File: src/rtl/pipe_ctrl.sv
// Pipeline control for the 5-stage core: stall vector merge, EX redirect, timed front-end flush, stall timeout.
// Optional build macro PIPE_CTRL_PERF_EN adds stall/flush performance counters.
module pipe_ctrl #(
    parameter int ADDR_WIDTH    = 32,
    parameter int FLUSH_CYCLES  = 1,
    parameter int STALL_TIMEOUT = 1024
) (
    input  logic                  clk_i,
    input  logic                  rst_i,
    input  logic                  stallreq_id_i,
    input  logic                  stallreq_ex_i,
    input  logic                  stallreq_mem_i,
    input  logic                  jump_req_i,
    input  logic [ADDR_WIDTH-1:0] jump_addr_i,
    output logic [5:0]            stall_o,
    output logic                  flush_o,
    output logic                  jump_o,
    output logic [ADDR_WIDTH-1:0] jump_addr_o,
    output logic                  stall_err_o
`ifdef PIPE_CTRL_PERF_EN
    ,
    output logic [31:0]           stall_cnt_o,
    output logic [31:0]           flush_cnt_o
`endif
);

    typedef enum logic {RUN, FLUSH} state_e;

    state_e      state_q, state_d;
    logic [1:0]  flush_left_q, flush_left_d;
    logic [15:0] stall_run_q, stall_run_d;
    logic        err_q, err_d;
    logic        jump_acc, id_mask, flush, exmem_stall, stall_any;
    logic [5:0]  stall_vec;

    assign exmem_stall = stallreq_ex_i | stallreq_mem_i;

    always_comb begin
        state_d      = state_q;
        flush_left_d = flush_left_q;
        jump_acc     = 1'b0;
        id_mask      = 1'b0;
        flush        = 1'b0;
        case (state_q)
            RUN: begin
                if (jump_req_i && !exmem_stall) begin
                    jump_acc = 1'b1;
                    id_mask  = 1'b1;
                    flush    = 1'b1;
                    if (FLUSH_CYCLES > 1) begin
                        state_d      = FLUSH;
                        flush_left_d = 2'(FLUSH_CYCLES - 1);
                    end
                end
            end
            FLUSH: begin
                id_mask = 1'b1;
                flush   = 1'b1;
                // EX/MEM stall holds the bubbles in place, so the count freezes
                if (!exmem_stall) begin
                    flush_left_d = flush_left_q - 2'd1;
                    if (flush_left_q == 2'd1) state_d = RUN;
                end
            end
            default: state_d = RUN;
        endcase
    end

    always_comb begin
        stall_vec = 6'b000000;
        if (stallreq_mem_i)                  stall_vec = 6'b011111;
        else if (stallreq_ex_i)              stall_vec = 6'b001111;
        else if (stallreq_id_i && !id_mask)  stall_vec = 6'b000111;
    end

    assign stall_any = |stall_vec;

    always_comb begin
        stall_run_d = 16'd0;
        if (stall_any) stall_run_d = (stall_run_q == 16'hFFFF) ? stall_run_q : stall_run_q + 16'd1;
        // Count includes the current stalled cycle, so the flag lands on the edge that completes the run
        err_d = err_q | (stall_any && (({1'b0, stall_run_q} + 17'd1) >= 17'(STALL_TIMEOUT)));
    end

    always_ff @(posedge clk_i) begin
        if (rst_i) begin
            state_q      <= RUN;
            flush_left_q <= 2'd0;
            stall_run_q  <= 16'd0;
            err_q        <= 1'b0;
        end else begin
            state_q      <= state_d;
            flush_left_q <= flush_left_d;
            stall_run_q  <= stall_run_d;
            err_q        <= err_d;
        end
    end

    assign stall_o     = rst_i ? 6'b000000 : stall_vec;
    assign flush_o     = flush & ~rst_i;
    assign jump_o      = jump_acc & ~rst_i;
    assign jump_addr_o = (jump_acc && !rst_i) ? jump_addr_i : '0;
    assign stall_err_o = err_q & ~rst_i;

`ifdef PIPE_CTRL_PERF_EN
    logic [31:0] perf_stall_q, perf_flush_q;

    always_ff @(posedge clk_i) begin
        if (rst_i) begin
            perf_stall_q <= 32'd0;
            perf_flush_q <= 32'd0;
        end else begin
            if (stall_any) perf_stall_q <= perf_stall_q + 32'd1;
            if (jump_acc)  perf_flush_q <= perf_flush_q + 32'd1;
        end
    end

    assign stall_cnt_o = rst_i ? 32'd0 : perf_stall_q;
    assign flush_cnt_o = rst_i ? 32'd0 : perf_flush_q;
`endif

endmodule

File: config.mk
export PLATFORM = sky130hd
export DESIGN_NAME = pipe_ctrl
export DESIGN_NICKNAME = d
export VERILOG_FILES = /design/src/rtl/pipe_ctrl.sv
export SDC_FILE = /design/constraint.sdc
export NUM_CORES = 1
export LEC_CHECK = 0
export BUFFER_PORTS_ARGS = -buffer_cell sky130_fd_sc_hd__clkbuf_2
export CAP_MARGIN = 10
export CORE_MARGIN = 2
export CORE_UTILIZATION = 40
export DETAILED_ROUTE_END_ITERATION = 8
export PLACE_DENSITY = 0.75
export SLEW_MARGIN = 20
export SYNTH_ARGS = -nofsm -noshare
export SYNTH_HDL_FRONTEND = slang
export SYNTH_SLANG_ARGS = --single-unit
File: constraint.sdc
create_clock -name clk_i -period 2.2 [get_ports clk_i]
set_input_delay 0.22 -clock clk_i [delete_from_list [all_inputs] [get_ports clk_i]]
set_output_delay 0.22 -clock clk_i [all_outputs]
set_load 0.05 [all_outputs]
==> impl_results.md <==
* Critical path class: reg2reg
* Area of the die at 3670 um2
* Syn Inst Count at 163
* Core Util, Final at 56.4%
* Initial Utilization at 41.9%
* Crit. Startpoint: stall_run_q[0]$_SDFFE_PP0N_
* Final-report setup violation count at 0
* Filler Cell Count at 308
* PortBufs at 77
* Core box area at 3050 um2
* Worst R2R Start: stall_run_q[0]$_SDFFE_PP0N_
* Outcome: finished clean
* Top-area cell type share of the netlist area at 31.3%
* Post-synth EDFFs at 0
* Worst vdd ir at 0.322 mV
* Routed WL at 3080 um
* P_sw at 207 uW
* Clk slew on worst S/H paths at 0.11 ns
* Critical Path AT at 1.98 ns
* HP Start: rst_i
* Setup crit start kind: flop
* Comb power frac at 20.1%
* Vias in the first global route at 1092
* Chip height at 60.6 um
* # clock sinks at 20
* H-tree levels at 1
* Flops & latches, synth at 20
* Setup Buffers After CTS at 0
* Wire length of the first global-routing pass at 4530 um
* Post-route cell area at 1720 um2
* Clock Power Share at 28.8%
* CP Max Fanout at 10
* Sw frac at 28.7%
* Row count at 20
* Share of cells above drive strength 1 at 38.7%
* Largest net degree at the start of global routing at 34
* GRT Residual Overflow at 0
* Leak at 0.000831 uW
* Antenna violations before repair at 0
* Pins Over Slew Limit at 0
* Seq/Total Area, Yosys at 31.3%
* Nets at 276
* GP Congestion at 0.853
* Antenna Nets Post-Route at 0
* Fmax at 0.560 GHz
* Cell taking the most area after synthesis: dfxtp_1
* DRC at 0
* DP Area at 1690 um2
* Via count at 1290
* RSZ-0062 raised after global routing: no
* Final Non-Filler Cells at 279
* Fin. Hold Viols at 0
* DRT Pass-1 Iters at 4
* Minimum clock period after layout at 1.79 ns
* Antenna cell count at 0
* Gr usage total at 16.2%
* Total power per unit cell area at 420 nW/um2
* Synth unique cells at 37
* Synth Flop Type: dfxtp_1
* Top cells by area, synth: dfxtp_1 31%, and2_1 16%, xnor2_1 6.2%
* First-iteration detailed-routing DRC count at 14
* Setup Skew at 0.00130 ns
* Register share of total power at 51.1%
* CTS Root Cell: clkbuf_4
* Synthesis Warnings at 0
* Count leader, synth: and2_1
* Post-Syn Area per Cell at 7.85 um2
* CTS Buffer Depth at 2
* Detailed Place HPWL at 2500 um
* WHS at 0.196 ns
* Setup crit end kind: flop
* Placed Cells at 275
* Hold Crit Class: in2reg
* Hold-fix buffers at CTS at 0
* Avg Vias per Cell at 4.62
* Asr flop ratio synth at 0%
* Cell Area, Synth at 1280 um2
* Routed WL per cell at 11.0 um
* Cell internal pwr at 515 uW
* MaxCap Viol Count at 0
* TritonCTS clock tree: built
* TNS Setup at 0 ns
* Area growth, synth to finish at 34.5%
* Final period util at 81.2%
* List of most frequent post-synthesis cells: 32 x and2_1, 20 x dfxtp_1, 20 x nor2_1
* Worst-Skew Late Latency at 0.30 ns
* Required time of the critical path at 2.40 ns
* CTS Buf Count at 3
* IO Pins at 79
* Post-CTS resize count at 0
* Net Count, Synth at 203
* Die W at 60.6 um
[final timing paths]
check,endpoint,slack [ns],cells past startpoint
worst max register to register,err_q$_SDFF_PP0_,0.41,6
worst max-delay path,err_q$_SDFF_PP0_,0.41,6
worst min-delay path,flush_left_q[1]$_SDFFE_PP0P_,0.20,2
worst min register to register,flush_left_q[1]$_SDFFE_PP0P_,0.46,2
[power groups by stage]
stage	clock, uW	sequential [uW]	combinational [uW]
2_1_floorplan	0	377	99.7
3_3_place_gp	0	377	146
3_5_place_dp	0	378	147
4_1_cts	216	370	147
5_1_grt	231	370	157
6_report	208	369	145
[worst max-delay path, stage by stage, from the launching register on]
cell and delay, ns:
dfxtp_1 0.35, ha_1 0.24, nand2_2 0.15, nor3_4 0.09, a2111oi_0 0.43, a31oi_1 0.08
o32a_1 0.35
[metal layers]
| layer | part of all wire (%) | vias to the layer above | GRT usage, % |
|---|---|---|---|
| li1 | - | 684 | - |
| met1 | 39 | 556 | 18.2 |
| met4 | 0 | 0 | 4.35 |
| met2 | 52 | 50 | 30.9 |
| met3 | 9.3 | 0 | 2.99 |
| met5 | 0 | - | 0 |
[flip-flops by register name, indices dropped and copies added, names as in the netlist]
signal / flops
err_q: 1
flush_left_q: 2
stall_run_q: 16
state_q: 1
[final cells by class]
cell class	instances	area [um2]	area share [%]
well taps	44	55.1	3.20
repair buffers	80	408	23.7
clock buffers	4	36.3	2.11
multi-input cells	127	807	46.9
flip-flops and latches	20	400	23.3
inverters	4	15.0	0.872
[cells by family (layout without fill, tap and decap cells)]
kind of cell,Yosys count,after routing,share of synthesized area [%]
DFF,20,20,31.3
adders and majority gates,2,2,1.95
other,1,1,0.293
buffers and inverters,16,88,6.06
and+or+nand+nor,87,87,38.6
AOI/OAI and AO/OA,21,21,10.7
xor gates and xnor gates,14,14,9.58
muxes,2,2,1.56
[metrics by stage]
stage               power, uW  worst slack [ns]
floorplan                 477             0.254
global placement          523             0.480
detailed placement        525             0.457
CTS                       732             0.404
global route              758             0.284
finish                    723             0.413
[cell usage in the layout, fill, tap and decap left out, drive strengths merged, types with 3 or more instances in the layout]
| cell | instances |
|---|---|
| clkbuf | 81 |
| and2 | 32 |
| nor2 | 20 |
| dfxtp | 20 |
| nand2 | 11 |
| a21oi | 9 |
| xnor2 | 9 |
| nor3 | 7 |
| nand3 | 5 |
| xor2 | 5 |
| inv | 4 |
| nand4 | 4 |
| buf | 3 |
(Power assumes the default switching activity.)
